===== src/rtl/defines.vh =====
// Shared datapath widths for the writeback / register-file interface.
`ifndef WB_DEFINES_VH
`define WB_DEFINES_VH

`define W_REGF    5
`define W_DATA    32
`define REGF_ZERO {`W_REGF{1'b0}}

`endif


===== src/rtl/wb_port_arbiter_pkg.sv =====
// Types shared by the regfile write-port arbiter and its pending queue.
`include "defines.vh"

package wb_port_arbiter_pkg;

    typedef logic [`W_REGF-1:0] regf_t;
    typedef logic [`W_DATA-1:0] data_t;

    localparam regf_t REGF_ZERO = `REGF_ZERO;

    // One queued late result.
    typedef struct packed {
        regf_t regf;
        data_t data;
    } pend_entry_t;

    // Which source owns the write port this cycle.
    typedef enum logic [1:0] {
        SEL_NONE = 2'd0,
        SEL_PIPE = 2'd1,
        SEL_HEAD = 2'd2
    } wr_sel_t;

endpackage


===== src/rtl/wb_pend_queue.sv =====
// In-order queue of late results. Entries stay packed from slot 0 (head);
// any entry may be removed by register match and the survivors compact.
`include "defines.vh"

module wb_pend_queue
    import wb_port_arbiter_pkg::*;
#(
    parameter int DEPTH = 2,
    localparam int CW = $clog2(DEPTH + 1)
) (
    input  logic             clk,
    input  logic             rst,
    input  logic             enq,
    input  pend_entry_t      enq_entry,
    input  logic             deq,
    input  logic             rm_en,
    input  regf_t            rm_regf,
    input  regf_t            query_regf,
    output logic [CW-1:0]    count,
    output logic             head_valid,
    output pend_entry_t      head_entry,
    output logic             head_removed,
    output logic [DEPTH-1:0] match_vec
);

    pend_entry_t      entry_reg  [DEPTH];
    pend_entry_t      entry_next [DEPTH];
    logic [DEPTH-1:0] valid_reg;
    logic [DEPTH-1:0] valid_next;
    logic [DEPTH-1:0] rm_hit;
    logic [DEPTH-1:0] keep;

    genvar gi;
    generate
        for (gi = 0; gi < DEPTH; gi++) begin : g_entry
            assign match_vec[gi] = valid_reg[gi] && (entry_reg[gi].regf == query_regf);
            assign rm_hit[gi]    = rm_en && valid_reg[gi] && (entry_reg[gi].regf == rm_regf);
            if (gi == 0) begin : g_head
                // The head additionally leaves when it is handed to the write port.
                assign keep[gi] = valid_reg[gi] && !rm_hit[gi] && !deq;
            end else begin : g_body
                assign keep[gi] = valid_reg[gi] && !rm_hit[gi];
            end
        end
    endgenerate

    assign head_valid   = valid_reg[0];
    assign head_entry   = entry_reg[0];
    assign head_removed = rm_hit[0];

    // Occupancy is the population count of the packed valid bits.
    always_comb begin
        count = '0;
        for (int i = 0; i < DEPTH; i++) begin
            count = count + CW'(valid_reg[i]);
        end
    end

    // Compact surviving entries toward the head, then append the new arrival.
    always_comb begin
        int slot;
        entry_next = entry_reg;
        valid_next = '0;
        slot       = 0;
        for (int i = 0; i < DEPTH; i++) begin
            for (int j = 0; j < DEPTH; j++) begin
                if (keep[i] && (slot == j)) begin
                    entry_next[j] = entry_reg[i];
                    valid_next[j] = 1'b1;
                end
            end
            if (keep[i]) begin
                slot = slot + 1;
            end
        end
        for (int j = 0; j < DEPTH; j++) begin
            if (enq && (slot == j)) begin
                entry_next[j] = enq_entry;
                valid_next[j] = 1'b1;
            end
        end
    end

    // Valid bits are the only state that must clear on reset.
    always_ff @(posedge clk) begin
        if (rst) begin
            valid_reg <= '0;
        end else begin
            valid_reg <= valid_next;
        end
    end

    // Entry payloads follow the compaction network.
    always_ff @(posedge clk) begin
        entry_reg <= entry_next;
    end

endmodule


===== src/rtl/wb_port_arbiter.sv =====
// Shares the regfile write port between the WB-stage result and queued
// late results. WB normally wins; an aging guard stalls WB so the queue
// head cannot starve. The chosen write is registered onto the rf_* port.
`include "defines.vh"

module wb_port_arbiter
    import wb_port_arbiter_pkg::*;
#(
    parameter int DEPTH        = 2,
    parameter int STARVE_LIMIT = 4
) (
    input  logic               clk,
    input  logic               rst,
    input  logic               pipe_we,
    input  logic [`W_REGF-1:0] pipe_regf,
    input  logic [`W_DATA-1:0] pipe_data,
    input  logic               late_valid,
    input  logic [`W_REGF-1:0] late_regf,
    input  logic [`W_DATA-1:0] late_data,
    output logic               late_ready,
    output logic               wb_stall,
    input  logic [`W_REGF-1:0] query_regf,
    output logic               query_hit,
    output logic               rf_we,
    output logic [`W_REGF-1:0] rf_waddr,
    output logic [`W_DATA-1:0] rf_wdata
);

    localparam int CW = $clog2(DEPTH + 1);
    localparam int AW = $clog2(STARVE_LIMIT + 1);

    logic [CW-1:0]    q_count;
    logic             head_valid;
    pend_entry_t      head_entry;
    logic             head_removed;
    logic [DEPTH-1:0] match_vec;

    logic             starve;
    logic             pipe_valid;
    logic             late_accept;
    logic             enq;
    logic             deq;
    logic             rm_en;
    pend_entry_t      late_entry;
    wr_sel_t          sel;

    logic [AW-1:0]    age_reg;
    logic [AW-1:0]    age_next;
    logic             rf_we_reg;
    logic             rf_we_next;
    regf_t            rf_waddr_reg;
    regf_t            rf_waddr_next;
    data_t            rf_wdata_reg;
    data_t            rf_wdata_next;

    // Acceptance depends only on occupancy; a same-cycle dequeue does not free a slot.
    assign late_ready  = (q_count < CW'(DEPTH));
    assign late_accept = late_valid && late_ready;

    assign starve     = head_valid && (age_reg >= AW'(STARVE_LIMIT));
    assign pipe_valid = pipe_we && (pipe_regf != REGF_ZERO);
    assign wb_stall   = starve;

    // Priority: starving head, then WB, then any queued head.
    always_comb begin
        sel = SEL_NONE;
        if (starve) begin
            sel = SEL_HEAD;
        end else if (pipe_valid) begin
            sel = SEL_PIPE;
        end else if (head_valid) begin
            sel = SEL_HEAD;
        end
    end

    assign deq   = (sel == SEL_HEAD);
    assign rm_en = (sel == SEL_PIPE);

    // R0 results and results already overwritten by the winning WB write are
    // acknowledged but never stored.
    assign enq = late_accept
              && (late_regf != REGF_ZERO)
              && !(rm_en && (late_regf == pipe_regf));

    assign late_entry.regf = late_regf;
    assign late_entry.data = late_data;

    assign query_hit = (query_regf != REGF_ZERO) && (|match_vec);

    wb_pend_queue #(
        .DEPTH (DEPTH)
    ) u_queue (
        .clk          (clk),
        .rst          (rst),
        .enq          (enq),
        .enq_entry    (late_entry),
        .deq          (deq),
        .rm_en        (rm_en),
        .rm_regf      (pipe_regf),
        .query_regf   (query_regf),
        .count        (q_count),
        .head_valid   (head_valid),
        .head_entry   (head_entry),
        .head_removed (head_removed),
        .match_vec    (match_vec)
    );

    // Route the winner toward the write-port register.
    always_comb begin
        rf_we_next    = 1'b0;
        rf_waddr_next = REGF_ZERO;
        rf_wdata_next = '0;
        case (sel)
            SEL_PIPE: begin
                rf_we_next    = 1'b1;
                rf_waddr_next = pipe_regf;
                rf_wdata_next = pipe_data;
            end
            SEL_HEAD: begin
                rf_we_next    = 1'b1;
                rf_waddr_next = head_entry.regf;
                rf_wdata_next = head_entry.data;
            end
            default: begin
            end
        endcase
    end

    // Age tracks how long the current head has been losing to WB.
    always_comb begin
        age_next = age_reg;
        if (!head_valid || deq || head_removed) begin
            age_next = '0;
        end else if (age_reg < AW'(STARVE_LIMIT)) begin
            age_next = age_reg + AW'(1);
        end
    end

    // Registered write port and aging state.
    always_ff @(posedge clk) begin
        if (rst) begin
            age_reg      <= '0;
            rf_we_reg    <= 1'b0;
            rf_waddr_reg <= REGF_ZERO;
            rf_wdata_reg <= '0;
        end else begin
            age_reg      <= age_next;
            rf_we_reg    <= rf_we_next;
            rf_waddr_reg <= rf_waddr_next;
            rf_wdata_reg <= rf_wdata_next;
        end
    end

    assign rf_we    = rf_we_reg;
    assign rf_waddr = rf_waddr_reg;
    assign rf_wdata = rf_wdata_reg;

endmodule


===== config.mk =====
export PLATFORM = sky130hd
export DESIGN_NAME = wb_port_arbiter
export DESIGN_NICKNAME = d
export VERILOG_FILES = /design/src/rtl/wb_port_arbiter_pkg.sv /design/src/rtl/wb_pend_queue.sv /design/src/rtl/wb_port_arbiter.sv
export VERILOG_INCLUDE_DIRS = /design/src /design/src/rtl
export SDC_FILE = /design/constraint.sdc
export NUM_CORES = 1
export LEC_CHECK = 0
export BUFFER_PORTS_ARGS = -buffer_cell sky130_fd_sc_hd__buf_2
export CAP_MARGIN = 20
export CORE_AREA = 3 3 113 105
export CTS_BUF_LIST = sky130_fd_sc_hd__clkbuf_4 sky130_fd_sc_hd__clkbuf_8
export CTS_CLUSTER_SIZE = 24
export DETAILED_ROUTE_END_ITERATION = 7
export DIE_AREA = 0 0 116 108
export PLACE_DENSITY = 0.83
export SLEW_MARGIN = 15
export SYNTH_ARGS = -nofsm -noshare
export SYNTH_HDL_FRONTEND = slang
export SYNTH_HIERARCHICAL = 1
export SYNTH_SLANG_ARGS = --single-unit

===== constraint.sdc =====
create_clock -name clk -period 4.8 [get_ports clk]
set_input_delay 1.44 -clock clk [delete_from_list [all_inputs] [get_ports clk]]
set_output_delay 1.44 -clock clk [all_outputs]
set_load 0.01 [all_outputs]

==> impl_metrics.toml <==
[pwr]
max-vdd-ir-drop_mv = 0.234
leakagePower_nw = 2.54
powerDensity_mw_per_mm2 = 403
finalPower_mw = 2.50

[global_routing]
grt_overflow_total = 0
grt_pass1_vias = 3203
antenna_found_initial = 2
grt_max_degree = 79
grt_pass1_wl_mm = 16.3
grt_usage = 0.172

[critical_path]
critPathCaptureType = "flop"
crit_family = "simple AND/OR/NAND/NOR gates"
rrSetupSlack_ns = 1.16
cp_data_required_time_ns = 4.83
critPathMaxStageDelay_ns = 0.78
r2r_cells = 8
cp-start-kind = "input port"
path_class = "in2reg"
crit_arrival_ns = 4.07
crit_slowest_cell = "and2_2"
crit_chain = "buf_2 -> a21boi_1 -> o21ai_4 -> inv_2 -> nand2_1 -> or4_4 -> o21ai_1 -> ha_1 -> and2_2"
cp_max_fo = 38
r2r_start = "u_queue/valid_reg[0]$_SDFF_PP0_"
timing.rr.end = "u_queue/entry_reg[1]$_DFFE_PP_"
worstSetupPathDepth = 9
critical_path_buf_inv_count = 2

[floorplanning]
fp.dieH_um = 108
die_w_um = 116
die_area_mm2 = 0.0125
pin_count = 124
fp-row-count = 36
core_region_area_mm2 = 0.0107
start_util = 0.498

[routing]
viasPerCell = 5.13
avgRoutedWirePerCell_um = 16.6
drc = 0
routed_wl_mm = 10.5
drt-initial-drc-count = 198
num_vias = 3257
ant_nets = 0
drt_first_pass_iters = 4

[sta]
whs_ns = 0.531
layout_min_cycle_time_ns = 4.03
relSlewSlack = 0.367
drv_slew = 0
period_share = 0.840
max_freq_mhz = 248
fin_skew_ns = 0.0144
finalSetupViolations = 0
tightest_slew_ns = 0.950
finalHoldViolations = 0
rsz0062_at_grt = "no"
setup-tns-final_ns = 0

[yosys]
synthSimpleGateAreaFrac = 0.123
ys_top_cells_by_area = "edfxtp_1, dfxtp_1, mux2_2"
syn_nets = 487
synth_common_cells = "edfxtp_1, dfxtp_1, buf_4, nand3b_1, nand2b_1"
synth_cell_types = 37
syn_avg_cell_area_um2 = 13.4
ys_ff_latch = 117
synth_top_family_by_area = "multiplexers"
synth-edff-count = 74
yosys_warnings = 6
synth_area_leader_cell = "edfxtp_1"
ys_seq_area_frac = 0.577
postSynthCellCount = 398
synthAdderAreaFrac = 0.0141
synthMuxAreaShare = 0.140
synthMostInstantiatedCell = "edfxtp_1"
syn_area_mm2 = 0.00534
synthXorXnorAreaFrac = 0.0427
synth-compound-area-share = 0.0279
async_reset_ff_frac = 0
synth_top_area_frac = 0.416
synthFlopType = "edfxtp_1"

[clocking]
cts.sinks = 117
cts_resized = 0
post-cts-setup-buffers = 0
hold_buffers = 0
cts_buffer_depth = 2
cts_tree = "yes"
cts_buffers = 17
cts_root_buffer = "clkbuf_8"
insertion_delay_ns = 0.42
path_clk_slew_ns = 0.07
cts.htree.levels = 4

[placement]
dpl.hpwl_mm = 7.17
portBuffers = 123
gp_congestion = 0.909
placed_cells = 603

[layout]
post_route_cells_drive_above_1_share = 0.408
area_growth_pct = 16.3
fin_util = 0.579
instances_no_fill = 635
nNetsFinal = 579
diodes = 0

[worst_hold_path]
whs_endpoint = "rf_wdata[28]$_SDFF_PP0_"
hold_class = "reg2reg"
min_from = "u_queue/head_entry[28]$_DFFE_PP_"
min_delay_path_depth = 2

[job]
drv_cap = 0

[outcome]
status = "complete, no violations"
[tightest hold or removal path: stages, from the launching register on]
cell      delay (ns)
edfxtp_1        0.32
nand3b_1        0.07
mux2i_1         0.11
[final cells by class]
class,count,area [um^2]
Fill cell,886,4510
Clock buffer,21,270
Multi-Input combinational cell,221,1860
Inverter,3,11.3
Clock inverter,10,133
Tap cell,133,166
Sequential cell,117,3080
Timing Repair Buffer,130,681
[logic make-up (layout without fill, tap and decap cells)]
family / Yosys count / count (layout)
compound gates: 17 / 17
xor+xnor: 26 / 26
fa+ha+maj: 6 / 6
buf+inv: 60 / 164
flops: 117 / 117
mux: 70 / 70
simple gates: 102 / 102
[layer usage]
metal  up-vias  part of all wire  GRT usage
met1      1545              0.45      0.225
met2       127              0.46      0.259
met3        17             0.070     0.0722
met5         -            0.0019          0
met4         4             0.013     0.0563
li1       1564                 -          -
[power breakdown]
part | switching [mW] | total, mW | internal (mW) | leakage [nW]
registers | 0.0536 | 1.26 | 1.20 | 1.05
clock network | 0.375 | 0.912 | 0.537 | 0.203
logic | 0.177 | 0.332 | 0.155 | 1.28
total | 0.605 | 2.50 | 1.90 | 2.54
[cell usage in the layout, fill, tap and decap left out, types with 2 or more instances in the layout]
master,count
dfxtp_1,42
mux2i_1,33
xnor2_1,9
or4_4,2
buf_2,123
nor2_1,6
clkbuf_4,3
xor2_1,17
and3_1,2
edfxtp_1,74
nand2_1,8
o21ai_0,2
nand2b_1,33
mux2_2,32
ha_1,6
nor4_1,5
clkinv_2,3
o21a_1,2
buf_4,6
bufinv_16,3
clkinvlp_4,2
inv_1,2
o31ai_2,5
a21oi_1,2
clkbuf_8,18
nand3b_1,37
or4_1,2
mux2_1,5
[worst max path at each step]
stage / startpoint / end / slack, ns
global route: pipe_we / u_queue/entry_reg[24]$_DFFE_PP_ / 0.57
CTS: pipe_we / u_queue/entry_reg[1]$_DFFE_PP_ / 0.79
detailed placement: pipe_we / u_queue/entry_reg[4]$_DFFE_PP_ / 0.35
floorplan: pipe_we / u_queue/head_entry[0]$_DFFE_PP_ / 0.007
global placement: pipe_we / u_queue/entry_reg[3]$_DFFE_PP_ / 0.51
finish: pipe_we / u_queue/entry_reg[1]$_DFFE_PP_ / 0.77
[per-stage QoR]
step / area, um^2 / worst slack, ns
6_report: 6210 / 0.768
5_1_grt: 6210 / 0.567
4_1_cts: 6190 / 0.791
3_5_place_dp: 5790 / 0.349
3_3_place_gp: 5790 / 0.513
2_1_floorplan: 5340 / 0.00745
(Power assumes the default switching activity.)
